===== config.mk =====
export PLATFORM = sky130hd
export DESIGN_NAME = conv_mac_pipe_flat
export DESIGN_NICKNAME = d
export VERILOG_FILES = /design/src/rtl/conv_mac_pipe_if.sv /design/src/rtl/conv_mac_pipe.sv /design/src/flat_wrapper.sv
export SDC_FILE = /design/constraint.sdc
export NUM_CORES = 1
export LEC_CHECK = 0
export BUFFER_PORTS_ARGS = -buffer_cell sky130_fd_sc_hd__buf_2
export CAP_MARGIN = 25
export CORE_MARGIN = 3
export CORE_UTILIZATION = 35
export CTS_CLUSTER_DIAMETER = 30
export CTS_CLUSTER_SIZE = 30
export DETAILED_ROUTE_END_ITERATION = 10
export GPL_TIMING_DRIVEN = 0
export HOLD_SLACK_MARGIN = 0.02
export SLEW_MARGIN = 30
export SYNTH_ARGS = -nofsm -noshare
export SYNTH_HDL_FRONTEND = slang
export SYNTH_SLANG_ARGS = --single-unit

===== constraint.sdc =====
create_clock -name ap_clk -period 16.5 [get_ports ap_clk]
set_clock_uncertainty 0.15 [all_clocks]
set_input_delay 1.65 -clock ap_clk [delete_from_list [all_inputs] [get_ports ap_clk]]
set_output_delay 1.65 -clock ap_clk [all_outputs]
set_load 0.01 [all_outputs]

===== src/rtl/conv_mac_pipe_if.sv =====
// conv_mac_pipe_if
//   Beat/result bundle for the pipelined convolution MAC.
//   Widths must match the parameters of the attached conv_mac_pipe.
//
//   Signals
//     in_valid  : din0/din1/in_first/in_last carry a beat (qualified by ce)
//     in_first  : beat opens a window
//     in_last   : beat closes a window
//     din0      : signed activation, DIN0_WIDTH
//     din1      : signed weight, DIN1_WIDTH
//     out_valid : dout/sat carry a window result (qualified by ce)
//     dout      : signed window result, DOUT_WIDTH
//     sat       : saturation occurred somewhere in the window
//
//   Modports
//     master : beat producer / result consumer (line buffer side)
//     slave  : the MAC itself
interface conv_mac_pipe_if #(
  parameter int DIN0_WIDTH = 16,
  parameter int DIN1_WIDTH = 8,
  parameter int DOUT_WIDTH = 16
);
  logic                         in_valid;
  logic                         in_first;
  logic                         in_last;
  logic signed [DIN0_WIDTH-1:0] din0;
  logic signed [DIN1_WIDTH-1:0] din1;
  logic                         out_valid;
  logic signed [DOUT_WIDTH-1:0] dout;
  logic                         sat;

  modport master (
    output in_valid, in_first, in_last, din0, din1,
    input  out_valid, dout, sat
  );

  modport slave (
    input  in_valid, in_first, in_last, din0, din1,
    output out_valid, dout, sat
  );
endinterface


===== src/rtl/conv_mac_pipe.sv =====
// conv_mac_pipe
//   Pipelined signed multiply-accumulate with window framing. Each beat's
//   product is carried through an input register plus NUM_STAGE product
//   registers, accumulated with saturation, and on the closing beat of a
//   window the accumulator is arithmetically shifted, clamped to DOUT_WIDTH
//   and presented as a single-cycle result.
//
//   Parameters
//     DIN0_WIDTH : activation width (signed)
//     DIN1_WIDTH : weight width (signed)
//     ACC_WIDTH  : accumulator width, >= DIN0_WIDTH+DIN1_WIDTH
//     DOUT_WIDTH : result width, <= ACC_WIDTH
//     NUM_STAGE  : product register stages, >= 1
//     SHIFT      : arithmetic right shift before output clamp, 0..ACC_WIDTH-1
//
//   Ports
//     ap_clk : clock, rising edge
//     ap_rst : synchronous active-high reset, overrides ce
//     ce     : clock enable; all registers hold while low
//     bus    : beat inputs and result outputs (conv_mac_pipe_if.slave)
//
//   Latency: a closing beat sampled at ce edge k gives out_valid after
//   ce edge k+NUM_STAGE+1 (input register + NUM_STAGE + output register).
module conv_mac_pipe #(
  parameter int DIN0_WIDTH = 16,
  parameter int DIN1_WIDTH = 8,
  parameter int ACC_WIDTH  = 32,
  parameter int DOUT_WIDTH = 16,
  parameter int NUM_STAGE  = 3,
  parameter int SHIFT      = 0
) (
  input logic           ap_clk,
  input logic           ap_rst,
  input logic           ce,
  conv_mac_pipe_if.slave bus
);

  localparam int PW = DIN0_WIDTH + DIN1_WIDTH;
  localparam int AW = ACC_WIDTH;
  localparam int DW = DOUT_WIDTH;
  localparam int HW = AW - DW + 1;

  // ---------------------------------------------------------------------
  // Input register
  // ---------------------------------------------------------------------
  logic signed [DIN0_WIDTH-1:0] r_a;
  logic signed [DIN1_WIDTH-1:0] r_b;
  logic                         r_in_v;
  logic                         r_in_f;
  logic                         r_in_l;

  always_ff @(posedge ap_clk) begin
    if (ap_rst) begin
      r_a    <= '0;
      r_b    <= '0;
      r_in_v <= 1'b0;
      r_in_f <= 1'b0;
      r_in_l <= 1'b0;
    end else if (ce) begin
      r_a    <= bus.din0;
      r_b    <= bus.din1;
      r_in_v <= bus.in_valid;
      r_in_f <= bus.in_first;
      r_in_l <= bus.in_last;
    end
  end

  // Operands sign-extended to full product width so the multiply is
  // self-determined at PW bits.
  logic signed [PW-1:0] w_a_ext;
  logic signed [PW-1:0] w_b_ext;
  logic signed [PW-1:0] w_prod;

  assign w_a_ext = {{DIN1_WIDTH{r_a[DIN0_WIDTH-1]}}, r_a};
  assign w_b_ext = {{DIN0_WIDTH{r_b[DIN1_WIDTH-1]}}, r_b};
  assign w_prod  = w_a_ext * w_b_ext;

  // ---------------------------------------------------------------------
  // Product pipeline: product travels with its valid/first/last tags
  // ---------------------------------------------------------------------
  logic signed [PW-1:0]  r_p [NUM_STAGE];
  logic [NUM_STAGE-1:0]  r_pv;
  logic [NUM_STAGE-1:0]  r_pf;
  logic [NUM_STAGE-1:0]  r_pl;

  always_ff @(posedge ap_clk) begin
    if (ap_rst) begin
      for (int i = 0; i < NUM_STAGE; i++) begin
        r_p[i]  <= '0;
        r_pv[i] <= 1'b0;
        r_pf[i] <= 1'b0;
        r_pl[i] <= 1'b0;
      end
    end else if (ce) begin
      r_p[0]  <= w_prod;
      r_pv[0] <= r_in_v;
      r_pf[0] <= r_in_f;
      r_pl[0] <= r_in_l;
      for (int i = 1; i < NUM_STAGE; i++) begin
        r_p[i]  <= r_p[i-1];
        r_pv[i] <= r_pv[i-1];
        r_pf[i] <= r_pf[i-1];
        r_pl[i] <= r_pl[i-1];
      end
    end
  end

  logic signed [PW-1:0] w_p;
  logic                 w_v;
  logic                 w_first;
  logic                 w_last;

  assign w_p     = r_p[NUM_STAGE-1];
  assign w_v     = r_pv[NUM_STAGE-1];
  assign w_first = r_pf[NUM_STAGE-1];
  assign w_last  = r_pl[NUM_STAGE-1];

  // ---------------------------------------------------------------------
  // Accumulate with saturation
  // ---------------------------------------------------------------------
  logic signed [AW-1:0] r_acc;
  logic                 r_sat_acc;

  logic signed [AW:0]   w_p_ext;
  logic signed [AW:0]   w_base;
  logic signed [AW:0]   w_sum;
  logic                 w_acc_clip;
  logic signed [AW-1:0] w_acc_next;
  logic                 w_sat_acc_next;

  assign w_p_ext = {{(AW+1-PW){w_p[PW-1]}}, w_p};
  // A window opener starts from zero; otherwise the running sum is used.
  // After a close r_acc is already zero, so an unopened window also
  // starts from zero.
  assign w_base  = w_first ? '0 : {r_acc[AW-1], r_acc};
  assign w_sum   = w_base + w_p_ext;

  // AW+1-bit sum cannot itself overflow; the top two bits disagree
  // exactly when the result leaves the AW-bit range.
  assign w_acc_clip = w_sum[AW] ^ w_sum[AW-1];

  always_comb begin
    w_acc_next = w_sum[AW-1:0];
    if (w_acc_clip) begin
      if (w_sum[AW]) w_acc_next = {1'b1, {(AW-1){1'b0}}};
      else           w_acc_next = {1'b0, {(AW-1){1'b1}}};
    end
  end

  assign w_sat_acc_next = (w_first ? 1'b0 : r_sat_acc) | w_acc_clip;

  // ---------------------------------------------------------------------
  // Shift and output clamp
  // ---------------------------------------------------------------------
  logic signed [AW-1:0] w_shifted;
  logic [HW-1:0]        w_hi;
  logic                 w_out_clip;
  logic signed [DW-1:0] w_dout_next;

  assign w_shifted = w_acc_next >>> SHIFT;

  // Value fits DW bits when the bits above the result's sign bit are all
  // copies of it.
  assign w_hi       = w_shifted[AW-1:DW-1];
  assign w_out_clip = !((&w_hi) || !(|w_hi));

  always_comb begin
    w_dout_next = w_shifted[DW-1:0];
    if (w_out_clip) begin
      if (w_shifted[AW-1]) w_dout_next = {1'b1, {(DW-1){1'b0}}};
      else                 w_dout_next = {1'b0, {(DW-1){1'b1}}};
    end
  end

  // ---------------------------------------------------------------------
  // Accumulator state and output register
  // ---------------------------------------------------------------------
  logic                 r_out_valid;
  logic signed [DW-1:0] r_dout;
  logic                 r_sat;

  always_ff @(posedge ap_clk) begin
    if (ap_rst) begin
      r_acc       <= '0;
      r_sat_acc   <= 1'b0;
      r_out_valid <= 1'b0;
      r_dout      <= '0;
      r_sat       <= 1'b0;
    end else if (ce) begin
      r_out_valid <= 1'b0;
      if (w_v) begin
        if (w_last) begin
          r_acc       <= '0;
          r_sat_acc   <= 1'b0;
          r_dout      <= w_dout_next;
          r_sat       <= w_sat_acc_next | w_out_clip;
          r_out_valid <= 1'b1;
        end else begin
          r_acc     <= w_acc_next;
          r_sat_acc <= w_sat_acc_next;
        end
      end
    end
  end

  assign bus.out_valid = r_out_valid;
  assign bus.dout      = r_dout;
  assign bus.sat       = r_sat;

endmodule


===== src/flat_wrapper.sv =====
// flat-port wrapper written by rule: the top's interface ports become plain ports
module conv_mac_pipe_flat 
#(
  parameter int DIN0_WIDTH = 16,
  parameter int DIN1_WIDTH = 8,
  parameter int ACC_WIDTH  = 32,
  parameter int DOUT_WIDTH = 16,
  parameter int NUM_STAGE  = 3,
  parameter int SHIFT      = 0
)
  (ap_clk, ap_rst, ce, bus_in_valid, bus_in_first, bus_in_last, bus_din0, bus_din1, bus_out_valid, bus_dout, bus_sat);
  conv_mac_pipe_if #(.DIN0_WIDTH(DIN0_WIDTH), .DIN1_WIDTH(DIN1_WIDTH), .DOUT_WIDTH(DOUT_WIDTH)) bus_i ();
  input logic ap_clk;
  input logic ap_rst;
  input logic ce;
  input wire logic [$bits(bus_i.in_valid)-1:0] bus_in_valid;
  input wire logic [$bits(bus_i.in_first)-1:0] bus_in_first;
  input wire logic [$bits(bus_i.in_last)-1:0] bus_in_last;
  input wire logic [$bits(bus_i.din0)-1:0] bus_din0;
  input wire logic [$bits(bus_i.din1)-1:0] bus_din1;
  output wire logic [$bits(bus_i.out_valid)-1:0] bus_out_valid;
  output wire logic [$bits(bus_i.dout)-1:0] bus_dout;
  output wire logic [$bits(bus_i.sat)-1:0] bus_sat;
  assign bus_i.in_valid = bus_in_valid;
  assign bus_i.in_first = bus_in_first;
  assign bus_i.in_last = bus_in_last;
  assign bus_i.din0 = bus_din0;
  assign bus_i.din1 = bus_din1;
  assign bus_out_valid = bus_i.out_valid;
  assign bus_dout = bus_i.dout;
  assign bus_sat = bus_i.sat;
  conv_mac_pipe #(.DIN0_WIDTH(DIN0_WIDTH), .DIN1_WIDTH(DIN1_WIDTH), .ACC_WIDTH(ACC_WIDTH), .DOUT_WIDTH(DOUT_WIDTH), .NUM_STAGE(NUM_STAGE), .SHIFT(SHIFT)) u_core (.ap_clk(ap_clk), .ap_rst(ap_rst), .ce(ce), .bus(bus_i));
endmodule

# After elaboration in Yosys (flattened, before gate mapping)
# Memory sizes are Yosys's and may differ from the RTL's.
# Cells that the tools add are included.
[totals]
output_inout_bits = 18
mem_count = 1
register_bits = 87
mem_bits_rw = 72
inputBits = 30
[op_classes]
mux = 18
bitwise_logic = 6
mul = 1
add_sub_neg = 1
n_reduce_logical = 7
[mem_list]
columns = ["memory", "depth", "width", "read_ports", "rd_ports_with_merged_regs", "wr", "line_no", "rtl"]
rows = [
  ["u_core.r_p", 3, 24, 3, 0, 3, "conv_mac_pipe.sv:81", "logic signed [PW-1:0] r_p [NUM_STAGE];"],
]
[op_table]
columns = ["op", "n"]
rows = [
  ["two-way mux 32 bit", 3],
  ["two-way mux 24 bit", 3],
  ["adder 33 x 24 -> 33 bit", 1],
  ["two-way mux 33 bit", 1],
  ["two-way mux 16 bit", 2],
  ["multiplier 16 x 8 -> 24 bit", 1],
  ["AND reduction 17 bit", 1],
  ["OR reduction 17 bit", 1],
  ["two-way mux 1 bit", 9],
  ["bitwise OR 1 bit", 5],
  ["AND reduction 3 bit", 1],
  ["logical NOT 1 bit", 2],
  ["AND reduction 2 bit", 1],
  ["logical OR 1 bit", 1],
  ["XOR 1 bit", 1],
]

# Longest topological paths before layout
# Gate-level depths: netlist of run 1.
[logic_depth]
ltp_word = 9
ltp_mapped = 27

# Worst setup path before layout of run 1
# OpenSTA, ideal clock, no wires.
[synth_path]
kind = "register to register"
from = "register u_core.r_b[5]"
to = "memory u_core.r_p[0][22] in the netlist's numbering, data pin"
setup_ns = 0.149
arrival_time_ns = 4.903
path_buffers = 1
t_required_ns = 16.201
slack_ns = 11.298
path_stages_with_launch = 20
path_cell_list = "dfxtp_1 > clkbuf_1 > nand2_1 > fa_1 > fa_1 > inv_1 > fa_1 > inv_1 > fa_1 > inv_1 > ha_1 > o21ai_0 > a21boi_0 > o21ai_0 > a21boi_0 > o21ai_0 > a31oi_1 > a2111oi_0 > or3_1 > a21oi_1"
[synth_rtl]
columns = ["item", "line_no", "rtl"]
rows = [
  ["start: declaration", "conv_mac_pipe.sv:47", "logic signed [DIN1_WIDTH-1:0] r_b;"],
  ["start signal: assignment", "conv_mac_pipe.sv:61", "r_b <= bus.din1;"],
  ["end: declaration", "conv_mac_pipe.sv:81", ""],
]

# Worst setup path in the final report of run 1
[layout_path]
from = "register u_core.r_pf[2]"
to = "register u_core.r_dout[8] (netlist: u_core.bus.dout[8])"
[layout_via]
elab_chain_len = 8
elab_cells_between_ends = 11
cone_classes = "add/sub (1); mux (5); bitwise (1); reduce/logical (4)"
[layout_lines]
columns = ["item", "line_no", "rtl"]
rows = [
  ["start: declaration", "conv_mac_pipe.sv:83", "logic [NUM_STAGE-1:0] r_pf;"],
  ["start signal: indexed assignment", "conv_mac_pipe.sv:102", "r_pf[i] <= r_pf[i-1];"],
  ["two-way mux 33 bit *", "conv_mac_pipe.sv:135", "assign w_base = w_first ? '0 : {r_acc[AW-1], r_acc};"],
  ["adder 33 x 24 -> 33 bit *", "conv_mac_pipe.sv:136", "assign w_sum = w_base + w_p_ext;"],
  ["two-way mux 32 bit / XOR 1 bit (equally long branches)", "conv_mac_pipe.sv:145, conv_mac_pipe.sv:140", ""],
  ["two-way mux 32 bit *", "conv_mac_pipe.sv:144", "if (w_acc_clip) begin"],
  ["OR reduction 17 bit", "conv_mac_pipe.sv:165", "assign w_out_clip = !((&w_hi) || !(|w_hi));"],
  ["logical NOT 1 bit", "conv_mac_pipe.sv:165", ""],
  ["logical OR 1 bit", "conv_mac_pipe.sv:165", ""],
  ["two-way mux 16 bit *", "conv_mac_pipe.sv:169", "if (w_out_clip) begin"],
  ["end signal: assignment", "conv_mac_pipe.sv:195", "r_dout <= w_dout_next;"],
  ["end: declaration", "conv_mac_pipe.sv:179", "logic signed [DW-1:0] r_dout;"],
]
# Mark *: on every way between the ends. The rest lies on a longest branch, timed or not.
# A chain may end at the register's enable or synchronous reset.

==> flow_summary_export.csv, run 1 <==
group,metric,value,unit
timing,period_minus_slack,7275,ps
yosys,synth.avg_cell_area,9.395,sq um
finish,fin_nets,1635,
clock_tree,numCtsBuffers,17,
worst_hold_path,hold_class,"flop to flop",
clock_tree,htree_levels,4,
global_route,grt_pass1_wl,51200,um
outcome,status,"completed",
finish,syn_to_final_growth,11.41,%
yosys,netlist_area,0.01273,sq mm
worst_setup_path,worstSetupPathType,"flop to flop",
timing,finalSetupViolCount,0,
routing,drt-initial-drc-count,565,
yosys,syn_nets,1568,
pwr,cellLeakagePower,0.006661,uW
timing,setup_slack,9225,ps
floorplan,core,0.03574,sq mm
yosys,synth_area_leaders,"edfxtp_1 17%, fa_1 16%, dfxtp_1 14%, ha_1 7.8%, and2_1 4.6%",
global_route,grt-busiest-layer,"met2",
yosys,synth_seq_cells,159,
run,drv_cap,0,
yosys,synth_ff_type,"dfxtp_1",
placed_design,dpl_worst_slack,9380,ps
pwr,peakVddDrop,76.86,uV
yosys,syn-instance-count,1355,
floorplan,die_y,196.7,um
clock_tree,clk_latency,430,ps
yosys,synth-edff-count,72,
finish,n_antenna_cell,0,
timing,relSlewSlack,0.3358,
placed_design,post_dp_cell_area,0.01358,sq mm
finish,drive_gt1_frac,0.08159,
clock_tree,tritoncts,"built",
clock_tree,cts_setup_buffers,0,
routing,wire_per_inst,16.24,um
timing,max_freq,137.5,MHz
yosys,yosysWarnings,0,
clock_tree,cts.clk_slew.worst_paths,70,ps
worst_setup_path,end_kind,"flop",
yosys,yosysUniqueCellTypes,73,
yosys,yosys.area.top_type_share,0.1698,
floorplan,std_cell_rows,69,
floorplan,chipWidth,196.7,um
yosys,yosysMostFrequentCell,"nor2_1",
routing,wl,30770,um
clock_tree,cts_sinks,159,
clock_tree,cts_hold_buf,0,
pwr,power_density,72.16,mW/mm^2
placed_design,portBuffers,47,
global_route,use_met3,0.02188,
routing,vias,9617,
timing,setup_tns,0,ps
timing,final_hold_viol_count,0,
routing,vias_per_cell,5.075,
floorplan,ios,48,
worst_setup_path,startpoint_type,"flop",
clock_tree,cts_buffer_depth,2,
yosys,netlist_top_cells_count,"147 x nor2_1, 143 x inv_1, 104 x fa_1, 93 x and2_1, 87 x dfxtp_1",
routing,detail_route.first_pass.iterations,7,
yosys,yosys.area.top_type,"edfxtp_1",
worst_setup_path,worstPathArrival,7450,ps
global_route,grt_max_degree,55,
timing,rsz0062_at_grt,"false",
global_route,gr-usage-met2,0.2728,
timing,worst_slew_pin_slew,989.7,ps
global_route,grt_pass1_vias,9746,
global_route,grt-ovfl-total,0,
global_route,met1_usage,0.2220,
placed_design,hpwlAfterDp,24410,um
worst_hold_path,hold_depth,2,
clock_tree,ctsResizeCount,0,
placed_design,place_congestion,0.9385,
global_route,grt_usage,0.1637,
floorplan,die-area,0.03869,sq mm
yosys,ys_seq_area_frac,0.3067,
timing,period_share,0.4409,
clock_tree,cts_root_buf,"clkbuf_16",
finish,final_cell_area,0.01418,sq mm
global_route,antenna_found_initial,0,
routing,detail-route-antenna-nets,0,
routing,drcViolationCount,0,
worst_setup_path,rr_worst_depth,22,
worst_setup_path,path_max_fanout,10,
floorplan,initial_core_util,0.3562,
worst_setup_path,required,16680,ps
pwr,p_total,1023,uW
timing,maxSlewViolCount,0,
yosys,async_flop_share,0,
-- cells in the final DEF, fill, tap and decap left out, types with 6 or more instances in the layout --
| cell type | n |
|---|---|
| and2b_1 | 6 |
| o21ai_0 | 45 |
| a211oi_1 | 18 |
| a22oi_1 | 25 |
| buf_2 | 52 |
| fa_1 | 104 |
| xor2_1 | 18 |
| xnor2_1 | 18 |
| edfxtp_1 | 72 |
| a21oi_1 | 47 |
| nand3_1 | 12 |
| nor3_1 | 16 |
| clkbuf_1 | 42 |
| dfxtp_1 | 87 |
| and3_1 | 61 |
| o21a_1 | 9 |
| or3_1 | 6 |
| inv_1 | 143 |
| and2_1 | 93 |
| nor2_1 | 147 |
| nand2_1 | 70 |
| nand4_1 | 7 |
| o211ai_1 | 9 |
| clkbuf_16 | 17 |
| nor3_2 | 9 |
| a21o_1 | 22 |
| buf_1 | 10 |
| nand2b_1 | 10 |
| nor2b_1 | 43 |
| mux2i_1 | 40 |
| ha_1 | 79 |
-- sequential cells by signal, indices dropped and copies added (netlist names) --
name,count
u_core.bus.dout,16
u_core.bus.out_valid,1
u_core.bus.sat,1
u_core.r_a,16
u_core.r_acc,32
u_core.r_b,8
u_core.r_in_f,1
u_core.r_in_l,1
u_core.r_in_v,1
u_core.r_p,72
u_core.r_pf,3
u_core.r_pl,3
u_core.r_pv,3
u_core.r_sat_acc,1
-- worst paths after layout --
path,startpoint,slack [ps],to
worst max register to register,u_core.r_pf[2],9230,u_core.bus.dout[8]
worst max-delay path,u_core.r_pf[2],9230,u_core.bus.dout[8]
worst min-delay path,u_core.r_acc[0],300,u_core.r_acc[0]
worst min register to register,u_core.r_acc[0],300,u_core.r_acc[0]
-- per-stage QoR --
step	utilization	instances	hold slack [ps]
after global routing	0.3968	1895	323.3
final	0.3968	1895	302.8
after CTS	0.3968	1895	303.8
after floorplan	-	1355	281.8
after detailed placement	0.3799	1864	294.0
after global placement	0.3789	1863	288.3
-- routing by layer --
metal / part of all wire / vias up
met3: 0.034 / 47
met5: 0 / -
met2: 0.47 / 224
li1: - / 4740
met4: 0.027 / 0
met1: 0.47 / 4606
-- cells by family (layout without fill, tap and decap cells) --
kind of cell	count (synthesis)	in the layout	share of synthesized area
multiplexers	40	40	0.03145
adder cells (fa/ha/maj)	183	183	0.2412
AO/OA/AOI/OAI	230	230	0.1266
buffers and inverters	204	283	0.06182
XOR/XNOR	36	36	0.02477
flip-flops	159	159	0.3067
AND/OR/NAND/NOR	503	503	0.2075
-- area by class of cell --
| class | instances | area [sq um] |
|---|---|---|
| well taps | 461 | 576.8 |
| flip-flops and latches | 159 | 3904 |
| multi-input cells | 992 | 8046 |
| clock buffers | 17 | 425.4 |
| repair buffers | 48 | 262.8 |
| plain buffers | 59 | 242.7 |
| clock inverters | 14 | 180.2 |
| fillers | 3607 | 21560 |
| inverters | 145 | 544.3 |
-- report_power, final --
part	total [uW]	internal, uW	switching [uW]
Clock	409	229	180
Sequential	444	430	13.5
Combinational	171	65.3	105
-- critical path, stage by stage (launching register included) --
cell and delay (ps):
dfxtp_1 500, clkbuf_1 440, nor2b_1 110, ha_1 240, fa_1 450, a211oi_2 320
o21ai_4 140, o2111ai_4 340, a2111oi_2 160, o21a_1 230, nor2_1 490, ha_1 230
clkbuf_1 440, clkinv_1 490, a31o_2 360, a211oi_1 540, a2111o_1 210, nor4_1 50
nand4b_1 220, o211ai_2 230, o31ai_2 510, buf_6 250, nor3_2 60
Note: power is estimated with default switching activity, not from simulation.
==> run 2, diff against run 1 <==
==> constraint.sdc (replaced) <==
create_clock -name ap_clk -period 7.6 [get_ports ap_clk]
set_clock_uncertainty 0.15 [all_clocks]
set_input_delay 0.76 -clock ap_clk [delete_from_list [all_inputs] [get_ports ap_clk]]
set_output_delay 0.76 -clock ap_clk [all_outputs]
set_load 0.01 [all_outputs]
==> run 2 against run 1 <==
Against the previous run: combinational power rose by 120%; final area about the same; worst setup slack got worse by 8900 ps; first-iteration DRC count shrank 2.7%; sequential share of layout area hardly changed; critical path depth did not move; clock power up 120%; routed wire length hardly changed; global-route usage stayed put; non-clock buffer count is the same; via count is essentially flat; die area stayed put; critical path type unchanged; largest cell class unchanged; highest routed layer unchanged.
==> flow_summary_export.csv, run 2 (synthesis gave the netlist of run 1 again) <==
group,metric,value,unit
global_route,grt-ovfl-total,0,
timing,maxSlewViolCount,0,
finish,largest_registers,"u_core.r_p (72), u_core.r_acc (32)",
floorplan,initial_core_util,0.3562,
worst_setup_path,worst_r2r_startpoint,"u_core.r_pf[2]",
worst_setup_path,rr_worst_depth,22,
floorplan,core,0.03574,sq mm
finish,final_cell_mix,"147 x nor2_1, 143 x inv_1, 104 x fa_1, 93 x and2_1, 87 x dfxtp_1",
global_route,use_met3,0.02188,
worst_setup_path,end_kind,"flop",
global_route,grt_max_degree,55,
clock_tree,ctsResizeCount,0,
routing,detail_route.first_pass.iterations,7,
worst_setup_path,worstSetupPathType,"flop to flop",
clock_tree,numCtsBuffers,17,
placed_design,placed_cells,1864,
global_route,grt-busiest-layer,"met2",
global_route,antenna_found_initial,0,
worst_setup_path,rrSetupSlack,360,ps
floorplan,ios,48,
timing,max_freq,138.1,MHz
clock_tree,cts_sinks,159,
routing,vias_per_cell,5.080,
routing,wire_per_inst,16.24,um
clock_tree,cts_hold_buf,0,
finish,fin_nets,1635,
timing,rsz0062_at_grt,"false",
global_route,grt_pass1_vias,9746,
finish,top_register,"u_core.r_p",
global_route,grt_usage,0.1637,
timing,worst_slew_pin_slew,993.5,ps
global_route,met1_usage,0.2220,
outcome,status,"completed",
worst_hold_path,min_from,"u_core.r_acc[0]",
worst_setup_path,startpoint_type,"flop",
finish,n_antenna_cell,0,
pwr,p_total,2223,uW
worst_setup_path,rr_endpoint,"u_core.bus.dout[8]",
routing,vias,9626,
clock_tree,cts_root_buf,"clkbuf_16",
timing,period_share,0.9530,
worst_setup_path,worstPathArrival,7420,ps
finish,finalNonFillerCells,1895,
placed_design,post_dp_cell_area,0.01358,sq mm
timing,period_minus_slack,7243,ps
floorplan,die_y,196.7,um
floorplan,chipWidth,196.7,um
routing,drcViolationCount,0,
finish,largest_reg_flops,72,
timing,finalSetupViolCount,0,
global_route,gr-usage-met2,0.2728,
routing,detail-route-antenna-nets,0,
clock_tree,htree_levels,4,
routing,wl,30780,um
worst_hold_path,hold_class,"flop to flop",
pwr,cellLeakagePower,0.006660,uW
timing,final_hold_viol_count,0,
worst_setup_path,required,7780,ps
placed_design,portBuffers,47,
worst_hold_path,hold_end,"u_core.r_acc[0]",
finish,drive_gt1_frac,0.08229,
timing,setup_tns,0,ps
placed_design,hpwlAfterDp,24410,um
clock_tree,cts_buffer_depth,2,
finish,mostFrequentLayoutCell,"nor2_1",
worst_setup_path,path_max_fanout,10,
floorplan,die-area,0.03869,sq mm
clock_tree,clk_latency,430,ps
clock_tree,cts.clk_slew.worst_paths,70,ps
finish,final_cell_area,0.01419,sq mm
clock_tree,tritoncts,"built",
run,drv_cap,0,
timing,relSlewSlack,0.3332,
global_route,grt_pass1_wl,51200,um
pwr,power_density,156.7,mW/mm^2
clock_tree,cts_setup_buffers,0,
pwr,peakVddDrop,167.4,uV
worst_hold_path,hold_depth,2,
placed_design,place_congestion,0.9385,
floorplan,std_cell_rows,69,
finish,syn_to_final_growth,11.44,%
routing,drt-initial-drc-count,550,
[run 2: cell types whose count changed in the layout (fill, tap and decap cells not counted), sizes merged]
cell and delta:
clkinv -1, clkinvlp +1
[run 2: metrics by stage]
step	hold slack, ps	utilization	setup slack, ps
after global routing	323.3	0.3969	30.72
after global placement	288.3	0.3789	470.5
after CTS	303.8	0.3968	438.5
after floorplan	281.8	-	2398
after detailed placement	294.0	0.3799	480.4
final	302.9	0.3969	357.1
[run 2: area by class of cell]
type / instances / area, sq um
tap: 461 / 576.8
fill: 3605 / 21560
inverter: 145 / 548.0
sequential: 159 / 3904
multi-input combinational: 992 / 8046
timing repair buffer: 48 / 262.8
clock inverter: 14 / 180.2
buffer: 59 / 242.7
clock buffer: 17 / 425.4
[run 2: worst max path at each step]
stage                     slack [ps]  cells after the start            from                  end
after floorplan                 2400                     19   u_core.r_b[5]    u_core.r_p[0][22]
after global placement           470                     22  u_core.r_pf[2]   u_core.bus.dout[6]
after detailed placement         480                     22  u_core.r_pf[2]   u_core.bus.dout[8]
after CTS                        440                     22  u_core.r_pf[2]  u_core.bus.dout[10]
after global routing              30                     22  u_core.r_pf[2]  u_core.bus.dout[11]
final                            360                     22  u_core.r_pf[2]   u_core.bus.dout[8]
[run 2: worst max-delay path, cell delays in order, from the launching register on]
cell and delay [ps]:
dfxtp_1 500, clkbuf_1 440, nor2b_1 110, ha_1 240
fa_1 450, a211oi_2 320, o21ai_4 140, o2111ai_4 340
a2111oi_2 160, o21a_1 230, nor2_1 490, ha_1 230
clkbuf_1 480, clkinvlp_4 440, a31o_2 320, a211oi_1 550
a2111o_1 210, nor4_1 50, nand4b_1 220, o211ai_2 230
o31ai_2 510, buf_6 250, nor3_2 60
[run 2: per-layer routing]
metal	vias to the layer above	part of all wire
met2	232	0.47
met3	49	0.036
met1	4604	0.47
li1	4741	-
met4	0	0.027
met5	-	0
[run 2: power by group]
| part | internal, uW | switching, uW |
|---|---|---|
| Clock | 497 | 391 |
| Combinational | 142 | 229 |
| Sequential | 934 | 29.3 |
| Total | 1570 | 650 |
==> run 3, diff against run 2 <==
--- a/config.mk
+++ b/config.mk
@@ -5,6 +5,7 @@
 export SDC_FILE = /design/constraint.sdc
 export NUM_CORES = 1
 export LEC_CHECK = 0
+export ABC_AREA = 1
 export BUFFER_PORTS_ARGS = -buffer_cell sky130_fd_sc_hd__buf_2
 export CAP_MARGIN = 25
 export CORE_MARGIN = 3
==> run 3 against run 2 <==
Against the previous run: final area rose by 6.9%; sequential cell count did not move; hold slack improved by 17 ps; largest cell class unchanged; largest power group unchanged; sequential share of layout area fell by 1.8 points; first-iteration DRC count rose by 24%; highest routed layer unchanged; final cell count rose by 31%.
==> flow_summary_export.csv, run 3 <==
group,metric,value,unit
pwr,cellLeakagePower,0.008048,uW
finish,largest_registers,"u_core.r_p (72), u_core.r_acc (32)",
run,drv_cap,0,
yosys,syn_nets,2103,
yosys,ys_seq_area_frac,0.2863,
timing,period_share,0.8111,
floorplan,die_y,203.4,um
worst_setup_path,end_kind,"flop",
pwr,power_density,149.5,mW/mm^2
worst_setup_path,crit_chain,"clkbuf_1, clkbuf_1, nand2_1, fa_1, fa_1, inv_1, fa_1, inv_1, fa_1, inv_1, ha_1, a21oi_1, o21ai_0, nand2_1, o211ai_1, a31oi_1, o21ai_0, a21boi_0, o21ai_0, o21ai_0, a21oi_1",
yosys,yosysMostFrequentCell,"nand2_1",
pwr,p_total,2267,uW
global_route,grt_pass1_vias,11180,
finish,multi_input_area,0.007627,sq mm
routing,vias_per_cell,4.554,
routing,wl,35000,um
finish,top_register,"u_core.r_p",
placed_design,place_congestion,0.9223,
worst_setup_path,worst_r2r_startpoint,"u_core.r_b[5]",
finish,fin_nets,2169,
yosys,yosys.area.top_type,"edfxtp_1",
floorplan,std_cell_rows,71,
floorplan,die-area,0.04136,sq mm
placed_design,portBuffers,46,
global_route,grt_usage,0.1731,
routing,drcViolationCount,0,
routing,detail-route-antenna-nets,0,
finish,regArea,0.003904,sq mm
timing,relSlewSlack,0.3541,
clock_tree,htree_levels,4,
yosys,synth_seq_cells,159,
clock_tree,cts_hold_buf,0,
timing,rsz0062_at_grt,"false",
clock_tree,cts_root_buf,"clkbuf_16",
timing,max_freq,162.2,MHz
clock_tree,clk_latency,450,ps
clock_tree,ctsResizeCount,0,
yosys,synth-edff-count,72,
yosys,synth-simple-area-share,0.2384,
finish,n_antenna_cell,0,
clock_tree,cts.clk_slew.worst_paths,80,ps
routing,wire_per_inst,14.11,um
timing,worst_slew_pin_slew,965.2,ps
worst_setup_path,cp-startpoint,"u_core.r_b[5]",
yosys,yosysUniqueCellTypes,50,
timing,final_hold_viol_count,0,
worst_setup_path,cpPeakStageDelay,550,ps
clock_tree,cts_sinks,159,
yosys,netlist_area,0.01364,sq mm
worst_setup_path,worst_path_max_delay_cell,"fa_1",
finish,fillCellCount,4012,
routing,detail_route.first_pass.iterations,6,
global_route,grt_pass1_wl,56700,um
yosys,syn-instance-count,1890,
pwr,peakVddDrop,158.2,uV
finish,syn_to_final_growth,11.25,%
yosys,synth_top_family_by_area,"simple AND/OR/NAND/NOR gates",
yosys,yosys.area.top_type_share,0.1586,
finish,drive_gt1_frac,0.07466,
yosys,synthMuxAreaShare,0,
yosys,synth_area_leaders,"edfxtp_1 16%, fa_1 15%, nand2_1 13%, dfxtp_1 13%, inv_1 13%",
clock_tree,tritoncts,"built",
yosys,synth_ff_type,"dfxtp_1",
timing,maxSlewViolCount,0,
worst_setup_path,worstSetupPathType,"flop to flop",
yosys,synth.avg_cell_area,7.215,sq um
yosys,netlist_top_cells_count,"479 x nand2_1, 463 x inv_1, 157 x nor2_1, 104 x fa_1, 96 x a21oi_1",
routing,vias,11290,
yosys,synth_fa_ha_area_frac,0.2252,
finish,mostFrequentLayoutCell,"nand2_1",
clock_tree,cts_setup_buffers,0,
floorplan,core,0.03802,sq mm
placed_design,hpwlAfterDp,28380,um
global_route,grt_max_degree,47,
finish,final_cell_mix,"479 x nand2_1, 463 x inv_1, 157 x nor2_1, 104 x fa_1, 96 x a21oi_1",
worst_setup_path,required,7640,ps
yosys,async_flop_share,0,
floorplan,initial_core_util,0.3586,
yosys,synthXorXnorAreaFrac,0.01220,
clock_tree,cts_buffer_depth,2,
worst_setup_path,rrSetupSlack,1440,ps
worst_setup_path,startpoint_type,"flop",
global_route,grt-ovfl-total,0,
timing,setup_tns,0,ps
global_route,antenna_found_initial,0,
clock_tree,numCtsBuffers,17,
timing,finalSetupViolCount,0,
timing,period_minus_slack,6165,ps
worst_hold_path,min_from,"u_core.r_pv[0]",
floorplan,ios,48,
worst_setup_path,worstPathArrival,6200,ps
yosys,yosysWarnings,0,
yosys,synth-compound-area-share,0.08359,
routing,drt-initial-drc-count,684,
worst_hold_path,hold_class,"flop to flop",
worst_setup_path,path_max_fanout,10,
outcome,status,"completed",
finish,largest_reg_flops,72,
floorplan,chipWidth,203.4,um
[run 3: cell types whose count changed after synthesis, sizes merged, moves of 22 or more]
cell and delta:
nand3 +76, inv +330, mux2i -40, nor2b -43
a22oi -25, a21o -22, and3 -60, a21oi +60
nand2 +436, and2 -91
[run 3: area by class of cell]
cell class	instances	share of cell area
tap	511	0.04215
timing repair buffer	47	0.01650
multi-input combinational	1184	0.5028
clock inverter	15	0.01419
sequential	159	0.2573
buffer	71	0.02103
inverter	476	0.1179
clock buffer	17	0.02804
[run 3: worst paths after layout]
check | endpoint | cells after the start
min reg2reg | u_core.r_pv[1] | 2
max | u_core.r_p[0][20] | 21
max reg2reg | u_core.r_p[0][20] | 21
min | u_core.r_pv[1] | 2
[run 3: stage by stage]
| stage | area, sq um | setup WS [ps] | hold slack, ps | cells | util |
|---|---|---|---|---|---|
| floorplan | 13640 | 2431 | 294.0 | 1890 | - |
| global placement | 14510 | 1574 | 302.0 | 2447 | 0.3815 |
| detailed placement | 14530 | 1479 | 308.1 | 2448 | 0.3821 |
| CTS | 15170 | 1444 | 320.6 | 2480 | 0.3990 |
| global route | 15170 | 992.2 | 341.7 | 2480 | 0.3990 |
| finish | 15170 | 1435 | 320.3 | 2480 | 0.3990 |
[run 3: cell families (layout without fill, tap and decap cells)]
logic type	after synthesis	count (layout)
xor gates and xnor gates	19	19
adders and majority gates	183	183
AOI/OAI and AO/OA	204	204
DFF	159	159
buffers and inverters	547	626
and+or+nand+nor	778	778
[run 3: layer usage]
metal	GRT usage	share of wire
met4	0.06293	0.030
met5	0	0
met1	0.2135	0.44
met3	0.02394	0.039
met2	0.3088	0.50
[run 3: power breakdown]
| group | internal, uW | switching, uW | leakage, uW | total [uW] |
|---|---|---|---|---|
| Clock | 482 | 450 | 0.000309 | 932 |
| Sequential | 933 | 12.8 | 0.00150 | 946 |
| Combinational | 126 | 264 | 0.00623 | 390 |
[run 3: critical path, delay by kind of cell (launching register included)]
kind / cells / cell delay [ps]
fa+ha+maj: 5 / 2470
compound gates: 9 / 1670
buf+inv: 5 / 1020
flops: 1 / 310
simple gates: 2 / 270
